## config.mk

```make
export PLATFORM = sky130hd
export DESIGN_NAME = frame_config_loader
export DESIGN_NICKNAME = d
export VERILOG_FILES = /design/src/rtl/frame_cfg_pkg.sv /design/src/rtl/frame_strobe_decoder.sv /design/src/rtl/frame_config_loader.sv
export SDC_FILE = /design/constraint.sdc
export NUM_CORES = 1
export LEC_CHECK = 0
export CELL_PAD_IN_SITES_DETAIL_PLACEMENT = 1
export CELL_PAD_IN_SITES_GLOBAL_PLACEMENT = 2
export CORE_MARGIN = 2
export CORE_UTILIZATION = 24
export CTS_BUF_LIST = sky130_fd_sc_hd__clkbuf_8
export DETAILED_ROUTE_END_ITERATION = 16
export PLACE_DENSITY_LB_ADDON = 0.1
export SLEW_MARGIN = 20
export SYNTH_ARGS = -nofsm -noshare
export SYNTH_HDL_FRONTEND = slang
export SYNTH_SLANG_ARGS = --single-unit
```

## constraint.sdc

```tcl
create_clock -name CLK -period 1.92 [get_ports CLK]
set_input_delay 0.288 -clock CLK [delete_from_list [all_inputs] [get_ports CLK]]
set_output_delay 0.288 -clock CLK [all_outputs]
set_load 0.02 [all_outputs]
```

## src/rtl/frame_cfg_pkg.sv

```systemverilog
// Shared definitions for the frame configuration loader: header layout and FSM states.
package frame_cfg_pkg;

  localparam logic [3:0] HDR_MARKER = 4'hA;
  localparam int HDR_MRK_LO = 28;
  localparam int HDR_COL_LO = 20;
  localparam int HDR_FRM_LO = 15;
  localparam int COL_W      = 8;
  localparam int FRM_W      = 5;

  typedef enum logic [2:0] {IDLE, LOAD, CHECK, STROBE, HOLD} state_e;

endpackage

```

## src/rtl/frame_strobe_decoder.sv

```systemverilog
// Registered one-hot decode of (column, frame, fire) into the FrameStrobe vector.
module frame_strobe_decoder
  import frame_cfg_pkg::*;
#(
  parameter int NumCols         = 16,
  parameter int MaxFramesPerCol = 20
) (
  input  logic                                clk_i,
  input  logic                                rst_i,
  input  logic                                fire_i,
  input  logic [COL_W-1:0]                    col_i,
  input  logic [FRM_W-1:0]                    frm_i,
  output logic [NumCols*MaxFramesPerCol-1:0]  strobe_o
);

  logic [NumCols*MaxFramesPerCol-1:0] strobe_d, strobe_q;

  for (genvar c = 0; c < NumCols; c++) begin : g_col
    for (genvar f = 0; f < MaxFramesPerCol; f++) begin : g_frm
      assign strobe_d[c*MaxFramesPerCol+f] = fire_i && (col_i == COL_W'(c)) && (frm_i == FRM_W'(f));
    end
  end

  always_ff @(posedge clk_i) begin
    if (rst_i) strobe_q <= '0;
    else       strobe_q <= strobe_d;
  end

  assign strobe_o = strobe_q;

endmodule

```

## src/rtl/frame_config_loader.sv

```systemverilog
// Parses a header/data word stream and loads one frame into the row FrameData registers,
// then fires a single FrameStrobe bit. Optional frame parity check: CONFIG_PARITY_EN.
module frame_config_loader
  import frame_cfg_pkg::*;
#(
  parameter int FrameBitsPerRow = 32,
  parameter int MaxFramesPerCol = 20,
  parameter int NumRows         = 16,
  parameter int NumCols         = 16
) (
  input  logic                                CLK,
  input  logic                                RST,
  input  logic [31:0]                         s_data,
  input  logic                                s_valid,
  output logic                                s_ready,
  input  logic                                err_clr,
  output logic [NumRows*FrameBitsPerRow-1:0]  FrameData,
  output logic [NumCols*MaxFramesPerCol-1:0]  FrameStrobe,
  output logic                                busy,
  output logic                                err,
  output logic [15:0]                         frame_count
);

  localparam int ROW_W = (NumRows > 1) ? $clog2(NumRows) : 1;
  localparam logic [ROW_W-1:0] LAST_ROW = ROW_W'(NumRows - 1);

  state_e                                   state_q, state_d;
  logic [ROW_W-1:0]                         row_q, row_d;
  logic [COL_W-1:0]                         col_q;
  logic [FRM_W-1:0]                         frm_q;
  logic [NumRows-1:0][FrameBitsPerRow-1:0]  frame_data_q;
  logic                                     s_ready_q, busy_q, err_q, err_d;
  logic [15:0]                              frame_count_q;

  logic             xfer, hdr_ok, hdr_take, row_wr, fire, bad_hdr, par_err;
  logic [COL_W-1:0] hdr_col;
  logic [FRM_W-1:0] hdr_frm;

  assign xfer    = s_valid && s_ready_q;
  assign hdr_col = s_data[HDR_COL_LO +: COL_W];
  assign hdr_frm = s_data[HDR_FRM_LO +: FRM_W];
  assign hdr_ok  = (s_data[HDR_MRK_LO +: 4] == HDR_MARKER) &&
                   (int'(hdr_col) < NumCols) && (int'(hdr_frm) < MaxFramesPerCol);

`ifdef CONFIG_PARITY_EN
  logic [31:0] par_q;

  // Running XOR of the rows of the frame being loaded.
  always_ff @(posedge CLK) begin
    if (RST)           par_q <= '0;
    else if (hdr_take) par_q <= '0;
    else if (row_wr)   par_q <= par_q ^ s_data;
  end
`endif

  always_comb begin
    state_d  = state_q;
    row_d    = row_q;
    hdr_take = 1'b0;
    row_wr   = 1'b0;
    fire     = 1'b0;
    bad_hdr  = 1'b0;
    par_err  = 1'b0;
    case (state_q)
      IDLE: if (xfer) begin
        if (hdr_ok) begin
          state_d  = LOAD;
          row_d    = '0;
          hdr_take = 1'b1;
        end else begin
          bad_hdr  = 1'b1;
        end
      end
      LOAD: if (xfer) begin
        row_wr = 1'b1;
        row_d  = row_q + 1'b1;
        if (row_q == LAST_ROW) begin
`ifdef CONFIG_PARITY_EN
          state_d = CHECK;
`else
          state_d = STROBE;
          fire    = 1'b1;
`endif
        end
      end
`ifdef CONFIG_PARITY_EN
      CHECK: if (xfer) begin
        if (s_data == par_q) begin
          state_d = STROBE;
          fire    = 1'b1;
        end else begin
          state_d = HOLD;
          par_err = 1'b1;
        end
      end
`endif
      STROBE:  state_d = HOLD;
      HOLD:    state_d = IDLE;
      default: state_d = IDLE;
    endcase
  end

  // A new error in the same cycle as err_clr wins.
  always_comb begin
    err_d = err_q;
    if (err_clr)           err_d = 1'b0;
    if (bad_hdr || par_err) err_d = 1'b1;
  end

  always_ff @(posedge CLK) begin
    if (RST) begin
      state_q       <= IDLE;
      row_q         <= '0;
      col_q         <= '0;
      frm_q         <= '0;
      frame_data_q  <= '0;
      s_ready_q     <= 1'b0;
      busy_q        <= 1'b0;
      err_q         <= 1'b0;
      frame_count_q <= '0;
    end else begin
      state_q   <= state_d;
      row_q     <= row_d;
      s_ready_q <= (state_d == IDLE) || (state_d == LOAD) || (state_d == CHECK);
      busy_q    <= (state_d != IDLE);
      err_q     <= err_d;
      if (hdr_take) begin
        col_q <= hdr_col;
        frm_q <= hdr_frm;
      end
      if (row_wr) frame_data_q[row_q] <= s_data;
      if (fire)   frame_count_q <= frame_count_q + 16'd1;
    end
  end

  frame_strobe_decoder #(
    .NumCols         (NumCols),
    .MaxFramesPerCol (MaxFramesPerCol)
  ) u_dec (
    .clk_i    (CLK),
    .rst_i    (RST),
    .fire_i   (fire),
    .col_i    (col_q),
    .frm_i    (frm_q),
    .strobe_o (FrameStrobe)
  );

  assign FrameData   = frame_data_q;
  assign s_ready     = s_ready_q;
  assign busy        = busy_q;
  assign err         = err_q;
  assign frame_count = frame_count_q;

endmodule

```

==> out/results.env, run 1 <==
DRC=0
CRITICAL_PATH.MAX_STAGE_DELAY_NS=0.33
GRT-OVFL-TOTAL=0
DETAIL_ROUTE.WL_PER_CELL_UM=24.64
CRIT_ARRIVAL_NS=2.55
TOTAL_LEAKAGE_POWER_nW=18.06
SYNTH_TOP_AREA_SHARE_PCT=62.75
CTS_MADE_BUFFERS=161
SYNTHESIS.AREA_MM2=0.02779
SYNTHESIS.AREA_PER_INSTANCE_UM2=8.487
CRITICAL-PATH-SLOWEST-CELL='nor4bb_4'
PERIOD_SHARE_PCT=97.18
CRIT_BUF_INV=5
RSZ_0062_RAISED_AFTER_GLOBAL_ROUTING='true'
POWER.SWITCHING_W=0.008915
LIBRARY_CELL_USED_AS_CLOCK_ROOT_BUFFER='clkbuf_8'
FINAL.MIN_CLOCK_PERIOD_NS=1.866
USE_MET1_PCT=25.60
HOLD_VIOL=0
SETUP.WORST_PATH.END_CLASS='register'
WORST_PATH_REQUIRED_TIME_NS=2.60
ASYNC_FLOP_SHARE_PCT=0
WORST_HOLD_MARGIN_NS=0.1195
CLOCK_SINKS=871
SYN-NUM-NETS=3315
SYNTH.FF_LATCH_COUNT=871
TIMING_WORST_SLEW_PIN_VALUE_NS=0.6200
TOTAL_TRACK_USAGE_PCT=23.02
VIA_COUNT_OF_THE_FIRST_GLOBAL_ROUTING_PASS=26050
YOSYSWARNINGS=0
SYNTH.LIB_CELLS_USED.DISTINCT=44
VIA_PER_INSTANCE_RATIO=4.407
SETUP_VIOL_COUNT_FINAL=0
AREA.SEQUENTIAL_MM2=0.01745
CTS_TREE='built'
TIMING.HOLD.WORST.CLASS='primary input to register'
CTS_MAX_LEVEL=4
CRITICAL-PATH-TOP-DELAY-FAMILY='buffers and inverters'
DIE_WIDTH_UM=344.3
PLACE_HPWL_UM=98160
WL_UM=145600
PWR_DENSITY_CELL_mW_PER_MM2=850.0
GRT_PASS1_WL_UM=196600
TIMING.MAX_SLEW.REL_SLACK_PCT=58.47
MAX-CAP-VIOLATIONS=0
FINAL_COMMON_CELL='nand2_1'
FIN_WORST_SKEW_NS=0.04613
SYNTH_LARGEST_AREA_CELL='dfxtp_1'
LAYOUT-DRIVE-GT1-SHARE_PCT=15.94
SYNTH-SEQ-AREA-SHARE_PCT=62.75
PLACE_CONGESTION=0.7631
MULTI_INPUT_COMB_AREA_MM2=0.009363
YS_TOP_CELLS_BY_AREA='dfxtp_1, nand2_1, a21oi_1'
POWER_REPORT.INTERNAL_TOTAL_W=0.02777
POSTROUTEANTENNANETS=0
LAYOUT.CELLS.MOST_COMMON_LIST='nand2_1, dfxtp_1, dlygate4sd2_1'
COMB_POWER_SHARE_PCT=2.5
PORT_BUFFERS=886
CTS.REPORTEDPATHS.CLKPINSLEW_NS=0.06
AREA_GROWTH_PCT=55.32
DIE_HEIGHT_UM=344.3
DESIGN.CORE.AREA_MM2=0.1147
CRITICAL_PATH.CELL_CHAIN='buf_6 > nor4bb_4 > buf_6 > buf_6 > nand4_1 > buf_6 > clkbuf_16 > nand2_2 > a21oi_1'
GR-USAGE-MET3_PCT=7.727
POSTSYNTHCELLCOUNT=3274
DIE_AREA_MM2=0.1185
PLACEMENT_ROWS=124
SW_SHARE_PCT=24.30
CRIT_PATH_FREQUENT_CELL='buf_6'
VDD_IR_DROP_MAX_mV=0.4829
SLEW_VIOL_FINAL=0
INITIALDRTVIOLATIONCOUNT=1242
CRIT_PATH_MAX_FANOUT=7
FIN_UTIL_PCT=37.64
GRT_ANTENNA_BEFORE_REPAIR=2
RESULT_OF_THE_RUN='completed'
START_KIND='register'
DR_PASS1_ITERATIONS=4
GRT_MOST_USED_LAYER='met2'
FILLERS=13370
ROUTE.VIAS.TOTAL=26050
FLOORPLAN.INITIALDENSITY_PCT=24.24
SHARE_OF_TOTAL_POWER_IN_THE_CLOCK_NETWORK_PCT=48.2
CLOCKBUFFERDEPTH=3
IOS=887
CRITPATHKIND='register to register'
GRT_MAX_DEGREE=110
FINAL_NETS=4315
MET2_ROUTING_RESOURCE_USAGE_AFTER_GLOBAL_ROUTING_PCT=41.37
SYNTH_EDF_COUNT=0
POSTSYNTH.TOPFLOPCELL='dfxtp_1'
SEQUENTIALPOWERSHARE_PCT=49.3
MAX_FREQ_GHz=0.5359
CLOCK_LATENCY_NS=0.84
==> kinds of logic after synthesis <==
group,count (synthesis),synth area share (%)
and+or+nand+nor,1523,22.16
DFF,871,62.75
AOI/OAI and AO/OA,554,10.08
buffers and inverters,310,4.390
xor gates and xnor gates,7,0.2206
adders and majority gates,5,0.2251
muxes,4,0.1711
==> power groups by stage <==
stage          registers (W)  logic [W]  clock network [W]
4_1_cts               0.0181   0.000937             0.0183
5_1_grt               0.0181   0.000969             0.0191
3_5_place_dp          0.0185   0.000916                  0
2_1_floorplan         0.0185   0.000344                  0
3_3_place_gp          0.0185   0.000921                  0
6_report              0.0181   0.000916             0.0177
==> routing by layer <==
layer  share of wire, %  vias to the layer above  wire length (µm)
met3                7.0                      189             10220
met2                 51                      721             73830
met1                 40                    12700             57850
met5                  0                        -                 0
met4                2.6                        0              3740
li1                   -                    12440                 -
==> final cells by class <==
cell class	instances	area share, %
clock buffer	198	6.314
sequential	871	40.42
antenna	1	0.005798
multi-input combinational	2093	21.69
inverter	13	0.1189
clock inverter	88	1.067
timing repair buffer	1134	25.99
tap	1512	4.383
==> repair_timing <==
item                        CTS  global route
hold endpoints to repair    141             0
setup endpoints to repair   975           672
resized for setup          1329            96
setup buffers                10            18
hold buffers                 10             0
cloned                        2            17
pin swaps                     5            17
==> final timing paths <==
check	start	to	slack, ns	depth (start not counted)
worst max register to register	state_q[1]	FrameData[426]	0.05	9
worst max-delay path	state_q[1]	FrameData[426]	0.05	9
worst min register to register	FrameData[420]	FrameData[420]	0.45	2
worst min-delay path	s_data[31]	FrameData[415]	0.12	4
==> metrics by stage <==
| stage | cells | power (W) | area [µm²] | TNS (ns) | worst slack (ns) |
|---|---|---|---|---|---|
| after CTS | 5875 | 0.03731 | 42590 | -0.02201 | -0.02201 |
| final | 5910 | 0.03669 | 43160 | 0 | 0.05411 |
| after global placement | 5567 | 0.01940 | 39730 | -234.50 | -0.6338 |
| after floorplan | 3274 | 0.01882 | 27790 | 0 | 0.0005680 |
| after detailed placement | 5567 | 0.01939 | 39730 | -262.11 | -0.6275 |
| after global routing | 5910 | 0.03814 | 43160 | -1.035 | -0.05288 |
==> worst reg2reg max path, cell delays in order, from the launching register on <==
cell and delay [ns]:
dfxtp_2 0.32, buf_6 0.13, nor4bb_4 0.34, buf_6 0.18, buf_6 0.10, nand4_1 0.14, buf_6 0.21, clkbuf_16 0.20
nand2_2 0.08, a21oi_1 0.06
==> registers in the layout, indices dropped and copies added (netlist names) <==
name and cells:
FrameData 512, u_dec.strobe_o 320, frame_count 16, col_q 8, frm_q 5, row_q 4
state_q 3, busy 1, err 1, s_ready 1
==> Yosys cell counts (4+ instances only) <==
cell and number:
nand2b_1 6, xnor2_1 6, nor4_1 14, and4_1 5
nand3_1 22, nand4_1 23, buf_2 39, nor2_1 339
ha_1 5, a21o_1 4, inv_1 12, nand2_1 1058
or3_1 7, nor3_1 9, nor2b_1 10, o21ai_0 10
and3b_1 4, a21oi_1 532, dfxtp_1 871, o31ai_1 4
clkbuf_1 253, nor4_2 7
Note: power is estimated with default switching activity, not from simulation.
==> run 2, diff against run 1 <==
ABC_CLOCK_PERIOD_IN_PS = 1920   (was default)
CORE_MARGIN = default   (was 2)
==> run 2 against run 1 <==
  * The flow now finishes with violations (design-rule violations)
  * Final cell count down 0.37%
  * Wire length down 1.3%
  * Worst setup slack got worse by 0.030 ns
==> out/results.env, run 2 (same netlist as run 1, synthesis figures left out) <==
SETUP.WORST_PATH.END_CLASS='register'
GRT_PASS1_WL_UM=195100  # -0.79%
TIMING.MAX_SLEW.REL_SLACK_PCT=13.59  # -45 points
RESULT_OF_THE_RUN='complete, but fails checks'
DRC=126  # +126
VIOLATED_CHECKS='design-rule violations'
TIMING_WORST_SLEW_PIN_VALUE_NS=1.296  # +0.6762 ns
WORST_PATH_REQUIRED_TIME_NS=2.63  # +0.03 ns
PLACEMENT_ROWS=124  # unchanged
VDD_IR_DROP_MAX_mV=0.4984  # +3.2%
LAYOUT.CELLS.MOST_COMMON_LIST='nand2_1, dfxtp_1, a21oi_1'
TOP_SIGNAL_LAYER_USED='met5'
MAX_FREQ_GHz=0.5276  # -1.6%
PERIOD_SHARE_PCT=98.72  # +1.5 points
FINAL_NETS=4290  # -0.58%
SETUP_VIOL_COUNT_FINAL=0  # unchanged
DIE_AREA_MM2=0.1171  # -1.2%
DETAIL_ROUTE.WIRELENGTH.MET1_UM=54080  # -6.5%
VIA_PER_INSTANCE_RATIO=4.403  # about the same
LIBRARY_CELL_USED_AS_CLOCK_ROOT_BUFFER='clkbuf_8'
WIRE_LENGTH_ON_MET3_UM=12360  # +21%
CTS_TREE='built'
PWR_DENSITY_CELL_mW_PER_MM2=861.8  # +1.4%
IOS=887  # unchanged
AREA_GROWTH_PCT=55.17  # about the same
TIMING.HOLD.WORST.CLASS='primary input to register'
GRT_ANTENNA_BEFORE_REPAIR=4  # +2
PLACED_CELL_AREA_MM2=0.03958  # -0.36%
VIA_COUNT_OF_THE_FIRST_GLOBAL_ROUTING_PASS=26130  # +0.28%
PLACE_CONGESTION=0.7448  # -2.4%
RSZ_0062_RAISED_AFTER_GLOBAL_ROUTING='true'
POWER_W=0.03716  # +1.3%
WORST_HOLD_MARGIN_NS=0.1374  # +0.01795 ns
ROUTE.VIAS.TOTAL=25930  # -0.46%
WL_UM=143700  # -1.3%
INITIALDRTVIOLATIONCOUNT=1313  # +5.7%
CRITPATHLAUNCH='row_q[1]'
WORSTSETUPENDPOINT='frame_count[15]'
CRITICAL_PATH.CELL_CHAIN='ha_4 > nand4_1 > buf_6 > nor4_4 > or3b_4 > mux2_4'
DETAIL_ROUTE.WL_PER_CELL_UM=24.41  # -0.97%
CTS.REPORTEDPATHS.CLKPINSLEW_NS=0.06  # about the same
FINAL.MIN_CLOCK_PERIOD_NS=1.895  # +0.02951 ns
FLOORPLAN.INITIALDENSITY_PCT=24.27  # +0.033 points
CLOCK_LATENCY_NS=0.84  # about the same
R2R-END='frame_count[15]'
CRITICAL-PATH-SLOWEST-CELL='or3b_4'
LARGEST_REGISTER_FFS=512  # unchanged
CTS_MADE_BUFFERS=161  # unchanged
TOTAL_TRACK_USAGE_PCT=23.16  # +0.14 points
FILLERS=13400  # +0.25%
LAYOUT-DRIVE-GT1-SHARE_PCT=16.12  # +0.18 points
TOTAL_LEAKAGE_POWER_nW=17.84  # -1.2%
RR_WORST_DEPTH=6  # -3
START_KIND='register'
MET2_LENGTH_UM=70030  # -5.1%
DIE_WIDTH_UM=342.3  # -0.58%
R2R_START='row_q[1]'
FIN_WORST_SKEW_NS=0.03703  # -0.009098 ns
WORST-R2R-SETUP-SLACK_NS=0.02  # -0.03 ns
GRT_MAX_DEGREE=185  # +68%
DR_PASS1_ITERATIONS=17  # +13
POSTROUTEANTENNANETS=0  # unchanged
PORT_BUFFERS=886  # unchanged
CTS_MAX_LEVEL=4  # unchanged
FIN_UTIL_PCT=37.66  # about the same
CRIT_ARRIVAL_NS=2.60  # +0.05 ns
FINAL.SETUP.WORST_SLACK_NS=0.02460  # -0.02951 ns
DETAILEDPLACE.WORSTSLACK_NS=-0.6556  # -0.02819 ns
GRT-OVFL-TOTAL=0  # unchanged
CRITPATHKIND='register to register'
FINAL_COMMON_CELL='nand2_1'
STDCELL_AREA_MM2=0.04312  # about the same
CLOCK_SINKS=871  # unchanged
HOLD_VIOL=0  # unchanged
DIE_HEIGHT_UM=342.3  # -0.58%
HOLD_PATH_DEPTH=3  # -1
SLEW_VIOL_FINAL=0  # unchanged
DESIGN.CORE.AREA_MM2=0.1145  # -0.14%
MAX-CAP-VIOLATIONS=0  # unchanged
CRITICAL_PATH.MAX_STAGE_DELAY_NS=0.42  # +0.09 ns
CRIT_PATH_MAX_FANOUT=3  # -4
PLACE_HPWL_UM=95870  # -2.3%
CLOCKBUFFERDEPTH=3  # unchanged
run 2: report_power, final:
group          total (W)  internal [W]  switching, W
Combinational   0.000894      0.000219      0.000675
Clock             0.0182       0.00979       0.00840
Sequential        0.0181        0.0181    0.00000154
run 2: layout make-up:
class                   instances  area [µm²]  area share, %
flip-flops and latches        871       17440          40.46
repair buffers               1109       11030          25.58
multi-input cells            2093        9410          21.83
clock buffers                 201        2766          6.416
well taps                    1512        1892          4.388
clock inverters                87       519.2          1.204
inverters                      13       51.30         0.1190
diodes                          2       5.005        0.01161
run 2: timing repair:
item                                     CTS  global route
hold endpoints to repair                 152             0
buffers inserted                           5            13
hold buffers                              10             0
resized for setup                       1399            77
pin swaps                                  2            14
cloned                                     0            15
endpoints found under the setup margin   891           567
run 2: how the worst min path moves through the flow:
stage,slack (ns),to,from
after global placement,0.44,FrameData[249],FrameData[249]
after CTS,0.03,err,err_clr
final,0.14,err,err_clr
after detailed placement,0.45,FrameData[332],FrameData[332]
after global routing,0.07,err,err_clr
after floorplan,0.46,col_q[6],col_q[6]
run 2: metal layers:
metal  GRT usage (%)  vias to the layer above
met5               0                        -
met1           24.65                    12470
li1                -                    12380
met2           39.73                      806
met4           11.67                        4
met3           8.927                      265
run 2: worst max-delay path: cells and delay by family (launching register included):
kind / cells / cell delay, ns
buffers and inverters: 1 / 0.21
adder cells (fa/ha/maj): 1 / 0.14
multiplexers: 1 / 0.30
flip-flops: 1 / 0.35
AND/OR/NAND/NOR: 3 / 0.79
run 2: per-stage QoR:
step	std cells	TNS, ns
2_1_floorplan	3274	0
3_3_place_gp	5555	-239.62
3_5_place_dp	5555	-258.96
4_1_cts	5858	-0.2030
5_1_grt	5888	-0.9224
6_report	5888	0
